File: src/rtl/cpg_pkg.sv
// Shared constants and decode helpers for the control pulse generator:
// opcode values, ctrl bit positions, MCT counts and the pulse table.
package cpg_pkg;

  localparam int CPG_OPC_W  = 3;
  localparam int CPG_NUM_TP = 10;

  localparam logic [CPG_OPC_W-1:0] OPC_TC   = 3'd0;
  localparam logic [CPG_OPC_W-1:0] OPC_CA   = 3'd1;
  localparam logic [CPG_OPC_W-1:0] OPC_CS   = 3'd2;
  localparam logic [CPG_OPC_W-1:0] OPC_AD   = 3'd3;
  localparam logic [CPG_OPC_W-1:0] OPC_TS   = 3'd4;
  localparam logic [CPG_OPC_W-1:0] OPC_XCH  = 3'd5;
  localparam logic [CPG_OPC_W-1:0] OPC_MASK = 3'd6;
  localparam logic [CPG_OPC_W-1:0] OPC_NOOP = 3'd7;

  localparam int CTRL_WS = 0;
  localparam int CTRL_RG = 1;
  localparam int CTRL_WG = 2;
  localparam int CTRL_RA = 3;
  localparam int CTRL_WA = 4;
  localparam int CTRL_RZ = 5;
  localparam int CTRL_WZ = 6;
  localparam int CTRL_CI = 7;

  typedef enum logic {ST_IDLE, ST_EXEC} state_t;

  function automatic logic [1:0] last_mct(input logic [CPG_OPC_W-1:0] opc);
    return (opc == OPC_TC || opc == OPC_NOOP) ? 2'd1 : 2'd2;
  endfunction

  // tp_idx is zero-based: 0 means tp1, 9 means tp10.
  function automatic logic [7:0] ctrl_decode(input logic [CPG_OPC_W-1:0] opc,
                                             input logic [1:0]           mct,
                                             input logic [3:0]           tp_idx);
    logic [7:0] r;
    r = '0;
    if (mct == 2'd1) begin
      if (tp_idx == 4'd0) r[CTRL_WS] = 1'b1;
      if (tp_idx == 4'd1) r[CTRL_RZ] = 1'b1;
      if (tp_idx == 4'd2) r[CTRL_WZ] = 1'b1;
      if (tp_idx == 4'd3) r[CTRL_RG] = 1'b1;
      if (tp_idx == 4'd7 && opc == OPC_TC) r[CTRL_WZ] = 1'b1;
    end else if (mct == 2'd2) begin
      unique case (opc)
        OPC_CA, OPC_CS, OPC_AD, OPC_MASK: begin
          if (tp_idx == 4'd0) r[CTRL_WS] = 1'b1;
          if (tp_idx == 4'd3) r[CTRL_RG] = 1'b1;
          if (tp_idx == 4'd7) r[CTRL_WA] = 1'b1;
          if (tp_idx == 4'd7 && opc == OPC_CS) r[CTRL_CI] = 1'b1;
        end
        OPC_TS: begin
          if (tp_idx == 4'd0) r[CTRL_WS] = 1'b1;
          if (tp_idx == 4'd5) r[CTRL_RA] = 1'b1;
          if (tp_idx == 4'd6) r[CTRL_WG] = 1'b1;
        end
        OPC_XCH: begin
          if (tp_idx == 4'd0) r[CTRL_WS] = 1'b1;
          if (tp_idx == 4'd3) r[CTRL_RG] = 1'b1;
          if (tp_idx == 4'd5) r[CTRL_RA] = 1'b1;
          if (tp_idx == 4'd6) r[CTRL_WG] = 1'b1;
          if (tp_idx == 4'd7) r[CTRL_WA] = 1'b1;
        end
        default: r = '0;
      endcase
    end
    return r;
  endfunction

endpackage

File: src/rtl/tp_index_decoder.sv
// Turns the timing-pulse vector into a zero-based index (lowest set bit),
// an any-bit-set flag and an exactly-one-bit-set flag.
module tp_index_decoder #(
  parameter int NUM_TP = 10
) (
  input  logic [NUM_TP-1:0] tp,
  output logic [3:0]        idx,
  output logic              valid,
  output logic              onehot_ok
);

  // NOTE: every output gets a default before the loop so no latch is inferred.
  always_comb begin
    idx       = '0;
    valid     = |tp;
    onehot_ok = ($countones(tp) == 1);
    for (int i = NUM_TP - 1; i >= 0; i--) begin
      if (tp[i]) idx = 4'(i);
    end
  end

endmodule

File: src/rtl/control_pulse_generator.sv
// Steps one instruction through 1 or 2 MCTs and emits registered control
// pulses per timing pulse. Optional macro TP_ONEHOT_CHECK_EN adds a sticky tp fault.
module control_pulse_generator
  import cpg_pkg::*;
#(
  parameter int ADDR_W = 12,
  parameter int OPC_W  = CPG_OPC_W,
  parameter int NUM_TP = CPG_NUM_TP
) (
  input  logic              clk,
  input  logic              reset,
  input  logic [NUM_TP-1:0] tp,
  input  logic              instr_valid,
  input  logic [OPC_W-1:0]  instr_opcode,
  input  logic [ADDR_W-1:0] instr_addr,
  output logic              instr_ready,
  output logic [ADDR_W-1:0] s_addr,
  output logic [7:0]        ctrl,
  output logic [1:0]        mct,
  output logic              busy,
  output logic              instr_done,
  output logic              tp_error
);

  state_t           state;
  logic [OPC_W-1:0] opcode;
  logic [3:0]       tp_idx;
  logic             tp_valid;
  logic             onehot_ok;
  logic             tp_last;
  logic             at_last;
  logic             gate_ok;

  tp_index_decoder #(.NUM_TP(NUM_TP)) u_tp_dec (
    .tp        (tp),
    .idx       (tp_idx),
    .valid     (tp_valid),
    .onehot_ok (onehot_ok)
  );

  assign tp_last = tp_valid && (tp_idx == 4'(NUM_TP - 1));
  assign at_last = (mct == last_mct(opcode));

`ifdef TP_ONEHOT_CHECK_EN
  // A fault (now or earlier) blocks acceptance and forces the block idle.
  assign gate_ok = !tp_error && onehot_ok;
`else
  logic unused_onehot_ok;
  assign unused_onehot_ok = onehot_ok;
  assign gate_ok  = 1'b1;
  assign tp_error = 1'b0;
`endif

  assign instr_ready = gate_ok && tp_last && (state == ST_IDLE || at_last);

  // NOTE: non-blocking assignments throughout; a later assignment in the same
  // cycle (a new transfer after retirement) deliberately overrides an earlier one.
  always_ff @(posedge clk) begin
    if (reset) begin
      state      <= ST_IDLE;
      opcode     <= '0;
      s_addr     <= '0;
      ctrl       <= '0;
      mct        <= '0;
      busy       <= 1'b0;
      instr_done <= 1'b0;
`ifdef TP_ONEHOT_CHECK_EN
      tp_error   <= 1'b0;
`endif
    end else begin
      ctrl       <= '0;
      instr_done <= 1'b0;
`ifdef TP_ONEHOT_CHECK_EN
      if (!onehot_ok) tp_error <= 1'b1;
`endif
      if (!gate_ok) begin
        state <= ST_IDLE;
        mct   <= '0;
        busy  <= 1'b0;
      end else if (tp_valid) begin
        if (state == ST_EXEC) begin
          ctrl <= ctrl_decode(opcode, mct, tp_idx);
          if (tp_last) begin
            if (!at_last) begin
              mct <= mct + 2'd1;
            end else begin
              instr_done <= 1'b1;
              state      <= ST_IDLE;
              mct        <= '0;
              busy       <= 1'b0;
            end
          end
        end
        if (instr_valid && instr_ready) begin
          opcode <= instr_opcode;
          s_addr <= instr_addr;
          mct    <= 2'd1;
          busy   <= 1'b1;
          state  <= ST_EXEC;
        end
      end
    end
  end

endmodule

File: config.mk
export PLATFORM = sky130hd
export DESIGN_NAME = control_pulse_generator
export DESIGN_NICKNAME = d
export VERILOG_FILES = /design/src/rtl/cpg_pkg.sv /design/src/rtl/tp_index_decoder.sv /design/src/rtl/control_pulse_generator.sv
export SDC_FILE = /design/constraint.sdc
export NUM_CORES = 1
export LEC_CHECK = 0
export BUFFER_PORTS_ARGS = -buffer_cell sky130_fd_sc_hd__buf_2
export CAP_MARGIN = 25
export CORE_UTILIZATION = 35
export CTS_CLUSTER_SIZE = 28
export DETAILED_ROUTE_END_ITERATION = 8
export GPL_TIMING_DRIVEN = 0
export PLACE_DENSITY_LB_ADDON = 0.25
export RECOVER_POWER = 25
export SLEW_MARGIN = 20
export SYNTH_ARGS = -nofsm -noshare
export SYNTH_HDL_FRONTEND = slang
export SYNTH_HIERARCHICAL = 1
export SYNTH_SLANG_ARGS = --single-unit
File: constraint.sdc
create_clock -name clk -period 2.2 [get_ports clk]
set_input_delay 0.22 -clock clk [delete_from_list [all_inputs] [get_ports clk]]
set_output_delay 0.22 -clock clk [all_outputs]
set_load 0.01 [all_outputs]
======== Yosys cells after proc, flatten, opt, wreduce, memory -nomap -nowiden ========
Index checks and enable logic that the tools add are counted.
storage, ports and cells
  register bits after elaboration ......... 28
  output and inout bits ................... 26
  logic and storage cells ................. 98
  bits of input ports ..................... 28
operators by class
  eq/ne operators ......................... 17
  reductions and logical operators ........ 25
  bitwise operators ....................... 7
  $add $sub $neg .......................... 1
  multiplexer cells ....................... 38
operators with widths
  cell                   number
  $mux W4                10
  $reduce_or A6 Y1       4
  $mux W1                20
  $mux W2                8
  $eq A3 B3 Y1 const B   4
  $eq A4 B3 Y1 const B   3
  $reduce_or A10 Y1      1
  $eq A4 B2 Y1 const B   2
  $reduce_or A4 Y1       2
  $not A1 Y1             7
  $eq A3 B2 Y1 const B   2
  $reduce_bool A2 Y1     3
  $logic_and A1 B1 Y1    5
  $reduce_or A5 Y1       1
  $eq A4 B1 Y1 const B   1
  $eq A4 B4 Y1 const B   1
  $logic_not A4 Y1       1
  $reduce_and A4 Y1      1
  $eq A3 B1 Y1 const B   1
  $logic_not A3 Y1       1
  $reduce_and A3 Y1      1
  $reduce_or A3 Y1       1
  $add A2 B1 Y2 const B  1
  $eq A2 B1 Y1 const B   1
  5 further kinds        6

======== Longest topological paths before layout ========
  depth after elaboration ................. 16
  depth in mapped cells ................... 12
  mapped depth without buffers ............ 10

======== Modules after synthesis ========
Netlist, hierarchy kept.
modules (own cells, without submodules)
  module                   seq. area each (µm²)  area each (µm²)  cells each  times used
  control_pulse_generator  560.5                 1,213.7          127         1
  tp_index_decoder         0.0                   455.4            53          1

======== Worst setup path after synthesis ========
Ideal clock, no wire load.
  kind .................................... in2reg
  from .................................... input tp[8]
  to ...................................... register s_addr[0]
  data arrival time ....................... 2.128 ns
  cell stages on the path ................. 12
  setup time .............................. 0.128 ns
  buffers on the path ..................... 2
  data required time ...................... 2.072 ns
  path slack .............................. -0.055 ns
  cells stage by stage .................... inv_1 > ha_1 > o21bai_1 > a21oi_1 > o31a_1 > buf_2 > and4bb_1 > nand3_1 > a211oi_4 > buf_8 > mux2i_1 > nor2_1
between the ends
  word-level cells in the longest chain between the ends .. 14
  elaborated cells between the ends (all ways) .. 15
  those cells by class .................... eq/ne (1); mux (9); reduce/logical (5)
RTL lines
  element                             line                           RTL
  start, declared                     control_pulse_generator.sv:12  input logic [NUM_TP-1:0] tp,
  $mux W4 (9 in series)               tp_index_decoder.sv:18         if (tp[i]) idx = 4'(i);
  named net tp_idx[0]                 control_pulse_generator.sv:27  logic [3:0] tp_idx;
  $eq A4 B4 Y1                        control_pulse_generator.sv:41  assign tp_last = tp_valid && (tp_idx == 4'(NUM_TP - 1));
  $logic_and A1 B1 Y1                 control_pulse_generator.sv:41
  $logic_and A1 B1 Y1                 control_pulse_generator.sv:54  assign instr_ready = gate_ok && tp_last && (state == ST_IDLE || at_last);
  $logic_and A1 B1 Y1                 control_pulse_generator.sv:94  if (instr_valid && instr_ready) begin
  $reduce_and A2 Y1 (no source line)  n/a
  end signal, assigned                control_pulse_generator.sv:96  s_addr <= instr_addr;
  end, declared                       control_pulse_generator.sv:17  output logic [ADDR_W-1:0] s_addr,
The timed path passes the listed nets, and every way through them passes these cells.
A chain may end at the register's enable or synchronous reset.

======== Worst setup path in the final report ========
  from .................................... input tp[8]
  to ...................................... register s_addr[9]
Same word-level chain as after synthesis.

==> summary by stage <==
Floorplan
The region available for standard cell placement spans about 3700 um^2. Pin placement for this block handled between 50 and 60 I/O pins. The initial cell density of the core is roughly 37%. The floorplan step set the die width to approximately 65 um. The floorplan has 22 rows.

The die is 65.1 um tall. The overall die area is approximately 4200 um^2.

Routing
The highest metal layer carrying signal wires in the routed design is met4. The DRC violation total after the first TritonRoute iteration is 37. Before antenna repair, the detailed router went through 4 iterations. After detailed routing, the wire length on met1 is around 1400 um. Dividing the detail-routed wire length by the instance count gives about 11 um. Using the TritonRoute via totals, the vias-per-cell ratio works out to 4.71. After detailed routing, the number of remaining DRC violations is 0. Summed over all nets, wire length on met2 after detailed routing comes to 1280 um.

The total length of routed met3 wires is about 150 um. The remaining antenna violation count after routing is 0. The detailed router placed around 1.2k vias in this run. The final layout contains routed wiring with a total length of 2840 um.

Critical path
The arrival time reported for the critical path endpoint is between 2 and 2.5 ns. The capture instance of the worst register-to-register path is busy$_SDFFE_PP0P_. The critical-path cell with the highest stage delay is sky130_fd_sc_hd__and4bb_2. The startpoint kind of the worst setup timing path is an input port. On the worst path, the slowest cell contributes a delay of a little under 0.3 ns.

The cell type group with the largest total delay on the critical path is compound AO/OA/AOI/OAI gates. Together, buffers and inverters on the worst path number 4. For the worst flop-to-flop path, the logic depth is 6. Along the worst path, the maximum fanout reaches 10.

The number of gates on the worst path with buffers counted is 13. The critical path class is input port to flop. The signal on the critical path passes through buf_2, inv_1, ha_1, o21bai_1, a21oi_1, o31a_1, buf_2, and4bb_2, nand3_2, a211oi_4, buf_8, mux2i_1, nor2_1. The startpoint of the worst-slack reg-to-reg timing path is opcode[1]$_SDFFE_PP0P_.

For the worst setup path, the data required time is ~2.4 ns. The critical path's most frequent cell is sky130_fd_sc_hd__buf_2. The element type at the critical path end is a flop. Across all register-to-register paths, the minimum setup slack is about 0.28 ns.

STA
The max-slew violation count is 0. The final-report hold violation count was 0. The final worst slack is 0.151 ns. The worst slew slack as a fraction of its limit is between 60% and 70%. After layout, the minimum clock period comes to approximately 2 ns. The slew at the pin closest to its max-slew limit is between 0.5 and 0.6 ns. The fmax is ~490 MHz.

Setup violations remaining at the end of the flow were counted as 0. Hold timing on the final database bottoms out at a slack of ~0.18 ns. Setup repair after global routing left no endpoint under its margin. The share of the clock period used by the worst path is between 90% and 100%. The worst clock skew on the final layout is roughly 0.0028 ns.

Hold path
Along the worst hold path, the cell count comes to 3. The worst min-delay path endpoint is s_addr[3]$_SDFFE_PP0P_. The worst hold path belongs to the class input port to flop. The worst min-delay path startpoint is instr_addr[3].

Clock network
The maximum level of the CTS H-tree is 1. The clock latency of the later-clocked register in the worst-skew pair is about 0.27 ns. The TritonCTS clock tree is done.

Clock tree synthesis selected as its root buffer the cell sky130_fd_sc_hd__clkbuf_8. The buffer depth of the longest clock path is 2. The number of buffers created by CTS is 3. After clock tree synthesis, the clock-pin slew on the worst setup and hold paths is 0.09 ns.

The number of clock sinks is 28.

Placement
The port buffer count is between 50 and 60. The HPWL after detailed placement is roughly 2200 um. Timing analysis after detailed placement gives a worst setup slack of -0.429 ns. Routability-driven placement finished with a final weighted congestion of 0.864.

Outcome
The run finished with clean final reports.

Finish
The final layout net count is roughly 250. The area growth from synthesis to layout is 28.7%. The share of layout cells above drive strength 1 is 28.1%. The layout filler cell count is around 400. The number of inserted diodes is 0. For this run, the share of the core covered by cells in the final layout is 47.8%.

Global routing
After global routing the overflow that remains totals 0. The first global-routing pass estimated about 4800 um of wire. The via count of the first global-routing pass came to ~1.0k. The combined global-route utilization of all metal layers is 14.6%. The number of antenna violations at the first check in global routing was 0. Entering global routing, the biggest net connects 17 pins.

Power
The internal power of the cells totals around 0.8 mW. The clock network fraction of design power is between 40% and 50%. In this run, flip-flops and latches consume between 50% and 60% of the power. In this run the static leakage power is between 0.7 and 0.8 nW.

IR analysis of the VDD net gives a maximum drop of about 0.32 mV. In this run switching power makes up 19.1% of total power. The proportion of power drawn by combinational gates is 7.0%. The power density relative to cell area is around 540 nW/um^2. The power dissipated by switching net loads is between 0.15 and 0.2 mW.

Logic synthesis
The synthesized netlist occupies a cell area of roughly 1400 um^2. The number of nets in the synthesized netlist is 188. A synthesized cell averages between 9 and 10 um^2.

The cell count after synthesis came out at 153. During synthesis, Yosys emitted a total of 6 warnings.

Flow run
The tool flagged a number of max-cap violations equal to 0.
[what timing repair did]
item | 4_1_cts | 5_1_grt
endpoints found under the setup margin | 9 | 17
setup buffers | 1 | 0
gates resized for setup | 0 | 4
pin swaps | 1 | 2
hold buffers | 0 | 0
[cell usage in the layout, fill, tap and decap left out, types with 2 or more instances in the layout]
| master | count |
|---|---|
| sky130_fd_sc_hd__and3_1 | 2 |
| sky130_fd_sc_hd__o21ai_0 | 3 |
| sky130_fd_sc_hd__buf_2 | 41 |
| sky130_fd_sc_hd__ha_1 | 7 |
| sky130_fd_sc_hd__nor3b_1 | 2 |
| sky130_fd_sc_hd__mux2i_1 | 15 |
| sky130_fd_sc_hd__or2_1 | 2 |
| sky130_fd_sc_hd__clkbuf_8 | 3 |
| sky130_fd_sc_hd__nand2_1 | 5 |
| sky130_fd_sc_hd__nor4_1 | 2 |
| sky130_fd_sc_hd__inv_1 | 9 |
| sky130_fd_sc_hd__buf_6 | 2 |
| sky130_fd_sc_hd__a21oi_1 | 9 |
| sky130_fd_sc_hd__nand3_1 | 5 |
| sky130_fd_sc_hd__nor3_1 | 6 |
| sky130_fd_sc_hd__nand3b_1 | 2 |
| sky130_fd_sc_hd__clkbuf_1 | 14 |
| sky130_fd_sc_hd__nor2_1 | 28 |
| sky130_fd_sc_hd__dfxtp_1 | 28 |
[stage by stage]
| step | power, mW | TNS, ns | cells | cell area, um^2 |
|---|---|---|---|---|
| floorplan | 0.549 | 0 | 153 | 1390 |
| global placement | 0.585 | -5.17 | 253 | 1710 |
| detailed placement | 0.585 | -5.22 | 253 | 1710 |
| CTS | 0.979 | 0 | 258 | 1790 |
| global route | 1.02 | 0 | 258 | 1790 |
| finish | 0.965 | 0 | 258 | 1790 |
[metal layers]
layer  track usage (%)  vias to the layer above
met5                 0                        -
met4              4.08                        0
met3              4.40                        2
met2              23.3                       28
met1              18.9                      547
li1                  -                      637
[worst min-delay path: stages]
cell and delay [ns]:
sky130_fd_sc_hd__buf_2 0.07, sky130_fd_sc_hd__mux2i_1 0.05, sky130_fd_sc_hd__nor2_1 0.07
[power groups by stage]
stage | Clock (mW) | Combinational, mW | Sequential [mW]
final | 0.391 | 0.0678 | 0.506
after global routing | 0.435 | 0.0757 | 0.507
after CTS | 0.405 | 0.0672 | 0.507
after detailed placement | 0 | 0.0668 | 0.518
after global placement | 0 | 0.0665 | 0.518
after floorplan | 0 | 0.0309 | 0.518
[state kept, by name, indices dropped and copies added (netlist names)]
name        count
mct             2
instr_done      1
ctrl            8
state           1
s_addr         12
busy            1
opcode          3
[layout make-up]
type | instances | area (um^2) | share of cell area, %
Sequential cell | 28 | 561 | 31.3
Tap cell | 48 | 60.1 | 3.35
Timing Repair Buffer | 53 | 256 | 14.3
Inverter | 10 | 37.5 | 2.10
Clock inverter | 1 | 30.0 | 1.68
Clock buffer | 3 | 41.3 | 2.31
Buffer | 6 | 46.3 | 2.59
Multi-Input combinational cell | 109 | 758 | 42.3
[worst max-delay path by stage]
| stage | start | to | slack [ns] |
|---|---|---|---|
| 3_5_place_dp | tp[8] | s_addr[8]$_SDFFE_PP0P_ | -0.43 |
| 6_report | tp[8] | s_addr[9]$_SDFFE_PP0P_ | 0.15 |
| 2_1_floorplan | tp[8] | s_addr[0]$_SDFFE_PP0P_ | 0.002 |
| 5_1_grt | tp[8] | mct[0]$_SDFFE_PP0P_ | 0.007 |
| 3_3_place_gp | tp[8] | s_addr[10]$_SDFFE_PP0P_ | -0.41 |
| 4_1_cts | tp[8] | s_addr[8]$_SDFFE_PP0P_ | 0.07 |
(Power assumes the default switching activity.)
